### src/rtl/vfu_mask_router_if.sv
// rtl/vfu_mask_router_if.sv - ticket push, mask broadcast and FU mask ports of vfu_mask_router
interface vfu_mask_router_if #(
   parameter int BeatW = 16,
   parameter int IdW   = 3,
   parameter int StrbW = 8
);
   logic             push_valid_i;
   logic             push_ready_o;
   logic             push_fu_i;
   logic [BeatW-1:0] push_beats_i;
   logic [IdW-1:0]   push_id_i;
   logic [StrbW-1:0] mask_i;
   logic             mask_valid_i;
   logic             mask_ready_o;
   logic [StrbW-1:0] alu_mask_o;
   logic             alu_mask_valid_o;
   logic             alu_mask_ready_i;
   logic [StrbW-1:0] mfpu_mask_o;
   logic             mfpu_mask_valid_o;
   logic             mfpu_mask_ready_i;
   logic             head_valid_o;
   logic [IdW-1:0]   head_id_o;
   logic             err_o;
   logic [31:0]      alu_beats_o;
   logic [31:0]      mfpu_beats_o;

   modport master (
      output push_valid_i, push_fu_i, push_beats_i, push_id_i,
      output mask_i, mask_valid_i, alu_mask_ready_i, mfpu_mask_ready_i,
      input  push_ready_o, mask_ready_o, alu_mask_o, alu_mask_valid_o,
      input  mfpu_mask_o, mfpu_mask_valid_o, head_valid_o, head_id_o,
      input  err_o, alu_beats_o, mfpu_beats_o
   );

   modport slave (
      input  push_valid_i, push_fu_i, push_beats_i, push_id_i,
      input  mask_i, mask_valid_i, alu_mask_ready_i, mfpu_mask_ready_i,
      output push_ready_o, mask_ready_o, alu_mask_o, alu_mask_valid_o,
      output mfpu_mask_o, mfpu_mask_valid_o, head_valid_o, head_id_o,
      output err_o, alu_beats_o, mfpu_beats_o
   );
endinterface

### src/rtl/vfu_mask_router.sv
// rtl/vfu_mask_router.sv - per-lane mask beat router to ALU/MFPU by in-order ownership tickets
// Optional beat counters: VFU_MASK_ROUTER_PERF_EN
module vfu_mask_router #(
   parameter int Depth = 4,
   parameter int BeatW = 16,
   parameter int IdW   = 3,
   parameter int StrbW = 8
) (
   input  logic              clk_i,
   input  logic              rst_i,
   vfu_mask_router_if.slave  bus
);
   localparam int PtrW = $clog2(Depth);
   localparam int CntW = PtrW + 1;
   localparam logic [BeatW-1:0] BEAT_ONE = BeatW'(1);

   typedef enum logic {ST_EMPTY, ST_ACTIVE} state_t;

   logic             r_fu    [Depth];
   logic [BeatW-1:0] r_beats [Depth];
   logic [IdW-1:0]   r_id    [Depth];
   logic [PtrW-1:0]  r_wptr;
   logic [PtrW-1:0]  r_rptr;
   logic [CntW-1:0]  r_count;
   logic [BeatW-1:0] r_cons;
   logic             r_err;
   state_t           r_state;
   state_t           w_state_nxt;

   logic             w_full;
   logic             w_push_ready;
   logic             w_push_hs;
   logic             w_enq;
   logic             w_zero;
   logic             w_head_valid;
   logic             w_head_fu;
   logic [BeatW-1:0] w_head_beats;
   logic [StrbW-1:0] w_mask;
   logic             w_owner_ready;
   logic             w_mask_ready;
   logic             w_beat_hs;
   logic             w_pop;

   assign w_full       = (r_count == CntW'(Depth));
   assign w_push_ready = !w_full && !rst_i;
   assign w_push_hs    = bus.push_valid_i && w_push_ready;
   assign w_enq        = w_push_hs && (bus.push_beats_i != '0);
   assign w_zero       = w_push_hs && (bus.push_beats_i == '0);

   assign w_head_valid = (r_state == ST_ACTIVE);
   assign w_head_fu    = r_fu[r_rptr];
   assign w_head_beats = r_beats[r_rptr];

   // Both FUs see the broadcast; only the head ticket's owner gets a valid.
   assign w_mask        = bus.mask_i;
   assign w_owner_ready = w_head_fu ? bus.mfpu_mask_ready_i : bus.alu_mask_ready_i;
   assign w_mask_ready  = w_owner_ready && w_head_valid && !rst_i;
   assign w_beat_hs     = bus.mask_valid_i && w_mask_ready;
   assign w_pop         = w_beat_hs && ((r_cons + BEAT_ONE) == w_head_beats);

   assign bus.push_ready_o      = w_push_ready;
   assign bus.mask_ready_o      = w_mask_ready;
   assign bus.alu_mask_o        = w_mask;
   assign bus.mfpu_mask_o       = w_mask;
   assign bus.alu_mask_valid_o  = bus.mask_valid_i && w_head_valid && !w_head_fu;
   assign bus.mfpu_mask_valid_o = bus.mask_valid_i && w_head_valid && w_head_fu;
   assign bus.head_valid_o      = w_head_valid;
   assign bus.head_id_o         = w_head_valid ? r_id[r_rptr] : '0;
   assign bus.err_o             = r_err;

   always_ff @(posedge clk_i) begin
      if (w_enq) begin
         r_fu[r_wptr]    <= bus.push_fu_i;
         r_beats[r_wptr] <= bus.push_beats_i;
         r_id[r_wptr]    <= bus.push_id_i;
      end
   end

   always_ff @(posedge clk_i) begin
      if (rst_i) begin
         r_wptr  <= '0;
         r_rptr  <= '0;
         r_count <= '0;
         r_cons  <= '0;
         r_err   <= 1'b0;
      end else begin
         r_err <= w_zero;
         if (w_enq) begin
            r_wptr <= r_wptr + 1'b1;
         end
         if (w_pop) begin
            r_rptr <= r_rptr + 1'b1;
            r_cons <= '0;
         end else if (w_beat_hs) begin
            r_cons <= r_cons + BEAT_ONE;
         end
         if (w_enq && !w_pop) begin
            r_count <= r_count + 1'b1;
         end else if (!w_enq && w_pop) begin
            r_count <= r_count - 1'b1;
         end
      end
   end

   always_ff @(posedge clk_i) begin
      if (rst_i) begin
         r_state <= ST_EMPTY;
      end else begin
         r_state <= w_state_nxt;
      end
   end

   always_comb begin
      w_state_nxt = r_state;
      case (r_state)
         ST_EMPTY: begin
            if (w_enq) begin
               w_state_nxt = ST_ACTIVE;
            end
         end
         ST_ACTIVE: begin
            if (w_pop && (r_count == CntW'(1)) && !w_enq) begin
               w_state_nxt = ST_EMPTY;
            end
         end
         default: w_state_nxt = ST_EMPTY;
      endcase
   end

`ifdef VFU_MASK_ROUTER_PERF_EN
   logic [31:0] r_alu_beats;
   logic [31:0] r_mfpu_beats;

   always_ff @(posedge clk_i) begin
      if (rst_i) begin
         r_alu_beats  <= '0;
         r_mfpu_beats <= '0;
      end else if (w_beat_hs) begin
         if (w_head_fu) begin
            r_mfpu_beats <= r_mfpu_beats + 32'd1;
         end else begin
            r_alu_beats <= r_alu_beats + 32'd1;
         end
      end
   end

   assign bus.alu_beats_o  = r_alu_beats;
   assign bus.mfpu_beats_o = r_mfpu_beats;
`else
   assign bus.alu_beats_o  = '0;
   assign bus.mfpu_beats_o = '0;
`endif
endmodule

### src/flat_wrapper.sv
// flat-port wrapper written by rule: the top's interface ports become plain ports
module vfu_mask_router_flat 
#(
   parameter int Depth = 4,
   parameter int BeatW = 16,
   parameter int IdW   = 3,
   parameter int StrbW = 8
)
  (clk_i, rst_i, bus_push_valid_i, bus_push_fu_i, bus_push_beats_i, bus_push_id_i, bus_mask_i, bus_mask_valid_i, bus_alu_mask_ready_i, bus_mfpu_mask_ready_i, bus_push_ready_o, bus_mask_ready_o, bus_alu_mask_o, bus_alu_mask_valid_o, bus_mfpu_mask_o, bus_mfpu_mask_valid_o, bus_head_valid_o, bus_head_id_o, bus_err_o, bus_alu_beats_o, bus_mfpu_beats_o);
  vfu_mask_router_if #(.BeatW(BeatW), .IdW(IdW), .StrbW(StrbW)) bus_i ();
  input  logic clk_i;
  input  logic rst_i;
  input wire logic [$bits(bus_i.push_valid_i)-1:0] bus_push_valid_i;
  input wire logic [$bits(bus_i.push_fu_i)-1:0] bus_push_fu_i;
  input wire logic [$bits(bus_i.push_beats_i)-1:0] bus_push_beats_i;
  input wire logic [$bits(bus_i.push_id_i)-1:0] bus_push_id_i;
  input wire logic [$bits(bus_i.mask_i)-1:0] bus_mask_i;
  input wire logic [$bits(bus_i.mask_valid_i)-1:0] bus_mask_valid_i;
  input wire logic [$bits(bus_i.alu_mask_ready_i)-1:0] bus_alu_mask_ready_i;
  input wire logic [$bits(bus_i.mfpu_mask_ready_i)-1:0] bus_mfpu_mask_ready_i;
  output wire logic [$bits(bus_i.push_ready_o)-1:0] bus_push_ready_o;
  output wire logic [$bits(bus_i.mask_ready_o)-1:0] bus_mask_ready_o;
  output wire logic [$bits(bus_i.alu_mask_o)-1:0] bus_alu_mask_o;
  output wire logic [$bits(bus_i.alu_mask_valid_o)-1:0] bus_alu_mask_valid_o;
  output wire logic [$bits(bus_i.mfpu_mask_o)-1:0] bus_mfpu_mask_o;
  output wire logic [$bits(bus_i.mfpu_mask_valid_o)-1:0] bus_mfpu_mask_valid_o;
  output wire logic [$bits(bus_i.head_valid_o)-1:0] bus_head_valid_o;
  output wire logic [$bits(bus_i.head_id_o)-1:0] bus_head_id_o;
  output wire logic [$bits(bus_i.err_o)-1:0] bus_err_o;
  output wire logic [$bits(bus_i.alu_beats_o)-1:0] bus_alu_beats_o;
  output wire logic [$bits(bus_i.mfpu_beats_o)-1:0] bus_mfpu_beats_o;
  assign bus_i.push_valid_i = bus_push_valid_i;
  assign bus_i.push_fu_i = bus_push_fu_i;
  assign bus_i.push_beats_i = bus_push_beats_i;
  assign bus_i.push_id_i = bus_push_id_i;
  assign bus_i.mask_i = bus_mask_i;
  assign bus_i.mask_valid_i = bus_mask_valid_i;
  assign bus_i.alu_mask_ready_i = bus_alu_mask_ready_i;
  assign bus_i.mfpu_mask_ready_i = bus_mfpu_mask_ready_i;
  assign bus_push_ready_o = bus_i.push_ready_o;
  assign bus_mask_ready_o = bus_i.mask_ready_o;
  assign bus_alu_mask_o = bus_i.alu_mask_o;
  assign bus_alu_mask_valid_o = bus_i.alu_mask_valid_o;
  assign bus_mfpu_mask_o = bus_i.mfpu_mask_o;
  assign bus_mfpu_mask_valid_o = bus_i.mfpu_mask_valid_o;
  assign bus_head_valid_o = bus_i.head_valid_o;
  assign bus_head_id_o = bus_i.head_id_o;
  assign bus_err_o = bus_i.err_o;
  assign bus_alu_beats_o = bus_i.alu_beats_o;
  assign bus_mfpu_beats_o = bus_i.mfpu_beats_o;
  vfu_mask_router #(.Depth(Depth), .BeatW(BeatW), .IdW(IdW), .StrbW(StrbW)) u_core (.clk_i(clk_i), .rst_i(rst_i), .bus(bus_i));
endmodule
### config.mk
export PLATFORM = sky130hd
export DESIGN_NAME = vfu_mask_router_flat
export DESIGN_NICKNAME = d
export VERILOG_FILES = /design/src/rtl/vfu_mask_router_if.sv /design/src/rtl/vfu_mask_router.sv /design/src/flat_wrapper.sv
export SDC_FILE = /design/constraint.sdc
export NUM_CORES = 1
export LEC_CHECK = 0
export ABC_AREA = 1
export BUFFER_PORTS_ARGS = -buffer_cell sky130_fd_sc_hd__buf_2
export CAP_MARGIN = 20
export CORE_UTILIZATION = 59
export DETAILED_ROUTE_END_ITERATION = 8
export GPL_ROUTABILITY_DRIVEN = 0
export PLACE_DENSITY = 0.91
export SLEW_MARGIN = 20
export SYNTH_ARGS = -nofsm -noshare
export SYNTH_HDL_FRONTEND = slang
export SYNTH_SLANG_ARGS = --single-unit
### constraint.sdc
create_clock -name clk_i -period 4.53 [get_ports clk_i]
set_input_delay 0.2265 -clock clk_i [delete_from_list [all_inputs] [get_ports clk_i]]
set_output_delay 0.2265 -clock clk_i [all_outputs]
set_load 0.01 [all_outputs]
Yosys cells after proc, flatten, opt, wreduce, memory -nomap -nowiden --
Memory sizes are Yosys's and may differ from the RTL's. A register that Yosys moved wholly into a read port is not among the register bits. Index checks and enable logic that the tools add are counted.
Storage, ports and cells: bits in registers 25, bits in writable memories 80, bits of input ports 34, output and inout port bits 89, word-level logic and storage cells 56, memories kept 3
Memory list:
- u_core.r_beats | words 4, width 16, read ports 1, clocked after memory_dff 1, wr ports 1, line vfu_mask_router.sv:20 | logic [BeatW-1:0] r_beats [Depth];
- u_core.r_id | words 4, width 3, read ports 1, clocked after memory_dff 1, wr ports 1, line vfu_mask_router.sv:21 | logic [IdW-1:0] r_id [Depth];
- u_core.r_fu | words 4, width 1, read ports 1, clocked after memory_dff 1, wr ports 1, line vfu_mask_router.sv:19 | logic r_fu [Depth];
Cells by class: add/sub/neg operators 5, equal/unequal tests 3, multiplexer cells 14, bitwise logic cells 1, reduce and logical (&&, ||, !) cells 24
Operators with widths (count):
- adder 16 x 1 -> 16 bit (second input constant) | 1
- == test 16 bit | 1
- logical NOT 16 bit | 1
- nonzero test 16 bit | 1
- logical AND 1 bit | 15
- two-way mux 2 bit | 6
- two-way mux 3 bit | 3
- logical NOT 1 bit | 5
- adder 2 x 1 -> 2 bit (second input constant) | 2
- two-way mux 1 bit | 4
- adder 3 x 1 -> 3 bit (second input constant) | 1
- == test 3 x 1 -> 1 bit (second input constant) | 1
- == test 3 bit (second input constant) | 1
- subtractor 3 x 1 -> 3 bit (second input constant) | 1
- one-hot mux 1 bit (2 select lines) | 1
- nonzero test 2 bit | 1
- OR reduction 2 bit | 1
- inverter 1 bit | 1

Logic depth before layout (Yosys ltp) --
depth in word-level cells 9, depth in mapped cells 21, depth with buffers taken out 19

Worst setup path before layout --
OpenSTA, ideal clock, no wires.
path kind register to register, from register u_core.r_count[0], to memory u_core.r_beats[0][0] (enable), setup time 0.397 ns, arrival time 2.079 ns, required time 4.133 ns, setup slack 2.054 ns, stages on the path, launching flop included 8, buffers on the path 0, period minus slack after synthesis 2.476 ns, cells stage by stage dfxtp_1 inv_1 ha_1 a21oi_1 nand2_1 inv_1 nand2_1 nor2_1
On the way: word-level cells in the longest chain between the ends 7
Ends and longest elaborated chain:
- start: declaration | line vfu_mask_router.sv:24 | logic [CntW-1:0] r_count;
- start signal: assignment | line vfu_mask_router.sv:98 | r_count <= r_count + 1'b1;
- start signal: assignment | line vfu_mask_router.sv:100 | r_count <= r_count - 1'b1;
- == test 3 bit | line vfu_mask_router.sv:44 | assign w_full = (r_count == CntW'(Depth));
- logical NOT 1 bit | line vfu_mask_router.sv:45 | assign w_push_ready = !w_full && !rst_i;
- logical AND 1 bit | line vfu_mask_router.sv:45
- via bus_push_ready_o | line flat_wrapper.sv:21 | output wire logic [$bits(bus_i.push_ready_o)-1:0] bus_push_ready_o;
- logical AND 1 bit | line vfu_mask_router.sv:46 | assign w_push_hs = bus.push_valid_i && w_push_ready;
- logical AND 1 bit | line vfu_mask_router.sv:47 | assign w_enq = w_push_hs && (bus.push_beats_i != '0);
- two-way mux 1 bit | line vfu_mask_router.sv:72 | if (w_enq) begin
- two-way mux 1 bit (not written as such) | line vfu_mask_router.sv:74 | r_beats[r_wptr] <= bus.push_beats_i;
- end: declaration | line vfu_mask_router.sv:20
The timed path passes the listed nets, and every way through them passes these cells.

==> results.txt <==
Initial antenna violation count - 0
I/O pin cnt - 123
IR drop worst, VDD - 0.000318 V
CP Class - register to register
Via count - 4336
Clock Path Buffers - 2
Synth Area in Compound Gates - 5.55%
Post-Syn Area - 5810 um2
First-pass GRT wire length - 18.2 mm
Post-Syn Area per Cell - 8.75 um2
# fillers - 681
Vias in the first global route - 3987
Clock transition at path regs - 0.12 ns
Fin cells - 817
Synth top area share - 41.3%
Mux contribution to synthesized area - 0%
Clock root buffer - clkbuf_8
Final worst path period need - 3.25 ns
# diodes - 0
Hold Path Class - primary input to register
Clock Latency Late Sink - 0.37 ns
Avg WL per Cell - 14.1 um
Clock power frac - 32.0%
DRC Markers - 0
Full die area - 10300 um2
Tot GR Track Use - 23.5%
Cell Int Power - 1.33 mW
Post-CTS Setup Inserts - 0
PD cells - 303 nW/um2
Synth unique cells - 32
Status - finished clean
NetSw - 0.466 mW
Share of power burned in registers - 60.2%
Hold depth - 1
Max Cap Viol - 0
Combinational share of power - 7.8%
Core Util, Final - 63.4%
Post-synthesis adder-cell area fraction - 2.15%
Cells after synthesis - 664
Arrival @ worst endpoint - 3.52 ns
Core Footprint - 9370 um2
Placed Cells - 801
Post-synthesis xor/xnor area fraction - 0.301%
Antenna-violating nets left - 0
Area grow syn2layout - 2.15%
Hold violation total from the final report - 0
Crit path max fanout - 22
Final Cell Area - 5940 um2
GR Overflow Total - 0
1st-iter DRT viols - 263
Flops & latches, synth - 107
Initial Util - 62.0%
PortBufs - 34
Slew HR - 40.3%
TritonCTS Buffers - 9
Vias per cell - 5.31
Synth area leader - edfxtp_1
Final setup fails - 0
Final net count - 727
Fin. max-slew vios - 0
Fmax - 0.308 GHz
Power, Total - 1.80 mW
Unrepaired setup endpoints after global routing - no
TritonRoute pass-1 iters - 6
CTS tree - yes
Die Ht - 101 um
Number of cell rows - 35
CP Launch Type - register
Layout Skew - 0.0184 ns
H-tree Lvls - 3
Post-DP HPWL - 7.80 mm
Area after DPL - 5730 um2
PostCTS Resize Cnt - 0
Critical path capture point type - register
Sw Ratio - 25.9%
Setup TNS - 0 ns
Die W - 101 um
Worst EP required - 4.80 ns
Synth warn - 0
Synth Area in Simple Gates - 25.4%
Area contributors post-synth - edfxtp_1, nand2_1, buf_4, dfxtp_1, nand3_1
Hold_buf cts - 0
Share of layout cells above drive strength 1 - 13.5%
Largest net degree at the start of global routing - 38
Final Cycle Share - 71.7%
Slew @ Worst Pin - 0.894 ns
Worst Reg2Reg Path Length in Cells - 14
Lkg Pwr - 2.50 nW
Largest family of logic cells by synthesized area - simple AND/OR/NAND/NOR gates
Clock net sink count - 107
Total Wirelength - 11.5 mm
Seq/Total Area, Yosys - 50.6%
## logic make-up after synthesis
group / after synthesis
simple gates: 333
fa+ha+maj: 10
compound gates: 55
other cells: 1
flops: 107
buf+inv: 156
xor+xnor: 2
## power by group through the flow
stage	sequential, mW	combinational [mW]	clock (mW)
after global routing	1.09	0.159	0.615
after CTS	1.08	0.138	0.580
after floorplan	1.10	0.146	0
final	1.08	0.140	0.575
after global placement	1.10	0.129	0
after detailed placement	1.11	0.137	0
## cells in the mapped netlist (all sizes together)
cell / number
o211ai: 2
nand3: 56
dfxtp: 27
clkbuf: 1
o21ai: 22
nand2: 212
nand3b: 4
buf: 94
a21boi: 1
ha: 10
nor4: 4
o21bai: 1
nand4: 6
xnor2: 2
a21oi: 29
conb: 1
edfxtp: 80
or2: 1
inv: 61
nor2: 50
## sequential cells by signal (all words and copies together), names as in the netlist, named ones only
name and flops:
u_core.bus.head_valid_o 1, u_core.r_count 3, u_core.r_rptr 2, u_core.r_cons 16, u_core.r_wptr 2, u_core.r_id 12
u_core.r_fu 4, u_core.bus.err_o 1, u_core.r_beats 64
## worst max-delay path, cell delays in order, from the launching register on
cell and delay (ns):
dfxtp_1 0.93, inv_1 0.14, nand3_1 0.14, nand2_1 0.10
a21boi_2 0.18, nand3_2 0.37, nor2_1 0.26, nand3_2 0.11
inv_2 0.09, nand2_4 0.06, ha_1 0.36, nor2_1 0.11
o21ai_0 0.10, o21ai_0 0.16, a21oi_1 0.05
## through the flow
| stage | worst slack (ns) | hold slack (ns) |
|---|---|---|
| after floorplan | 2.05 | 0.325 |
| after detailed placement | 1.33 | 0.443 |
| final | 1.28 | 0.0600 |
| after global placement | 1.47 | 0.437 |
| after CTS | 1.27 | 0.0569 |
| after global routing | 0.834 | 0.0491 |
## cells in the final DEF, fill, tap and decap left out, drive strengths merged
master	count
a21boi	1
a21oi	29
buf	40
clkbuf	9
clkinv	5
conb	64
dfxtp	27
edfxtp	80
ha	10
inv	63
nand2	212
nand3	56
nand3b	4
nand4	6
nor2	50
nor4	4
o211ai	2
o21ai	22
o21bai	1
or2	1
xnor2	2
## final cells by class
cell class	count	area, um2	area share [%]
sequential	107	2940	49.6
multi-input combinational	464	2180	36.7
inverter	61	231	3.90
timing repair buffer	40	215	3.62
tap	129	161	2.72
clock buffer	9	124	2.09
clock inverter	7	82.6	1.39
## layer usage
metal	track usage [%]	vias up	wire length [um]
met1	27.9	1984	4410
met4	12.3	0	258
met5	0	-	0
met2	41.1	268	5860
li1	-	2056	-
met3	4.14	28	1000
## worst paths after layout
path                          start  slack (ns)                 to
hold reg to reg   u_core.r_cons[15]        0.50  u_core.r_cons[15]
setup / recovery           register        1.28  u_core.r_count[2]
hold / removal     bus_push_id_i[0]        0.06  u_core.r_id[2][0]
setup reg to reg           register        1.28  u_core.r_count[2]
Power figures use the tool's default switching activity.
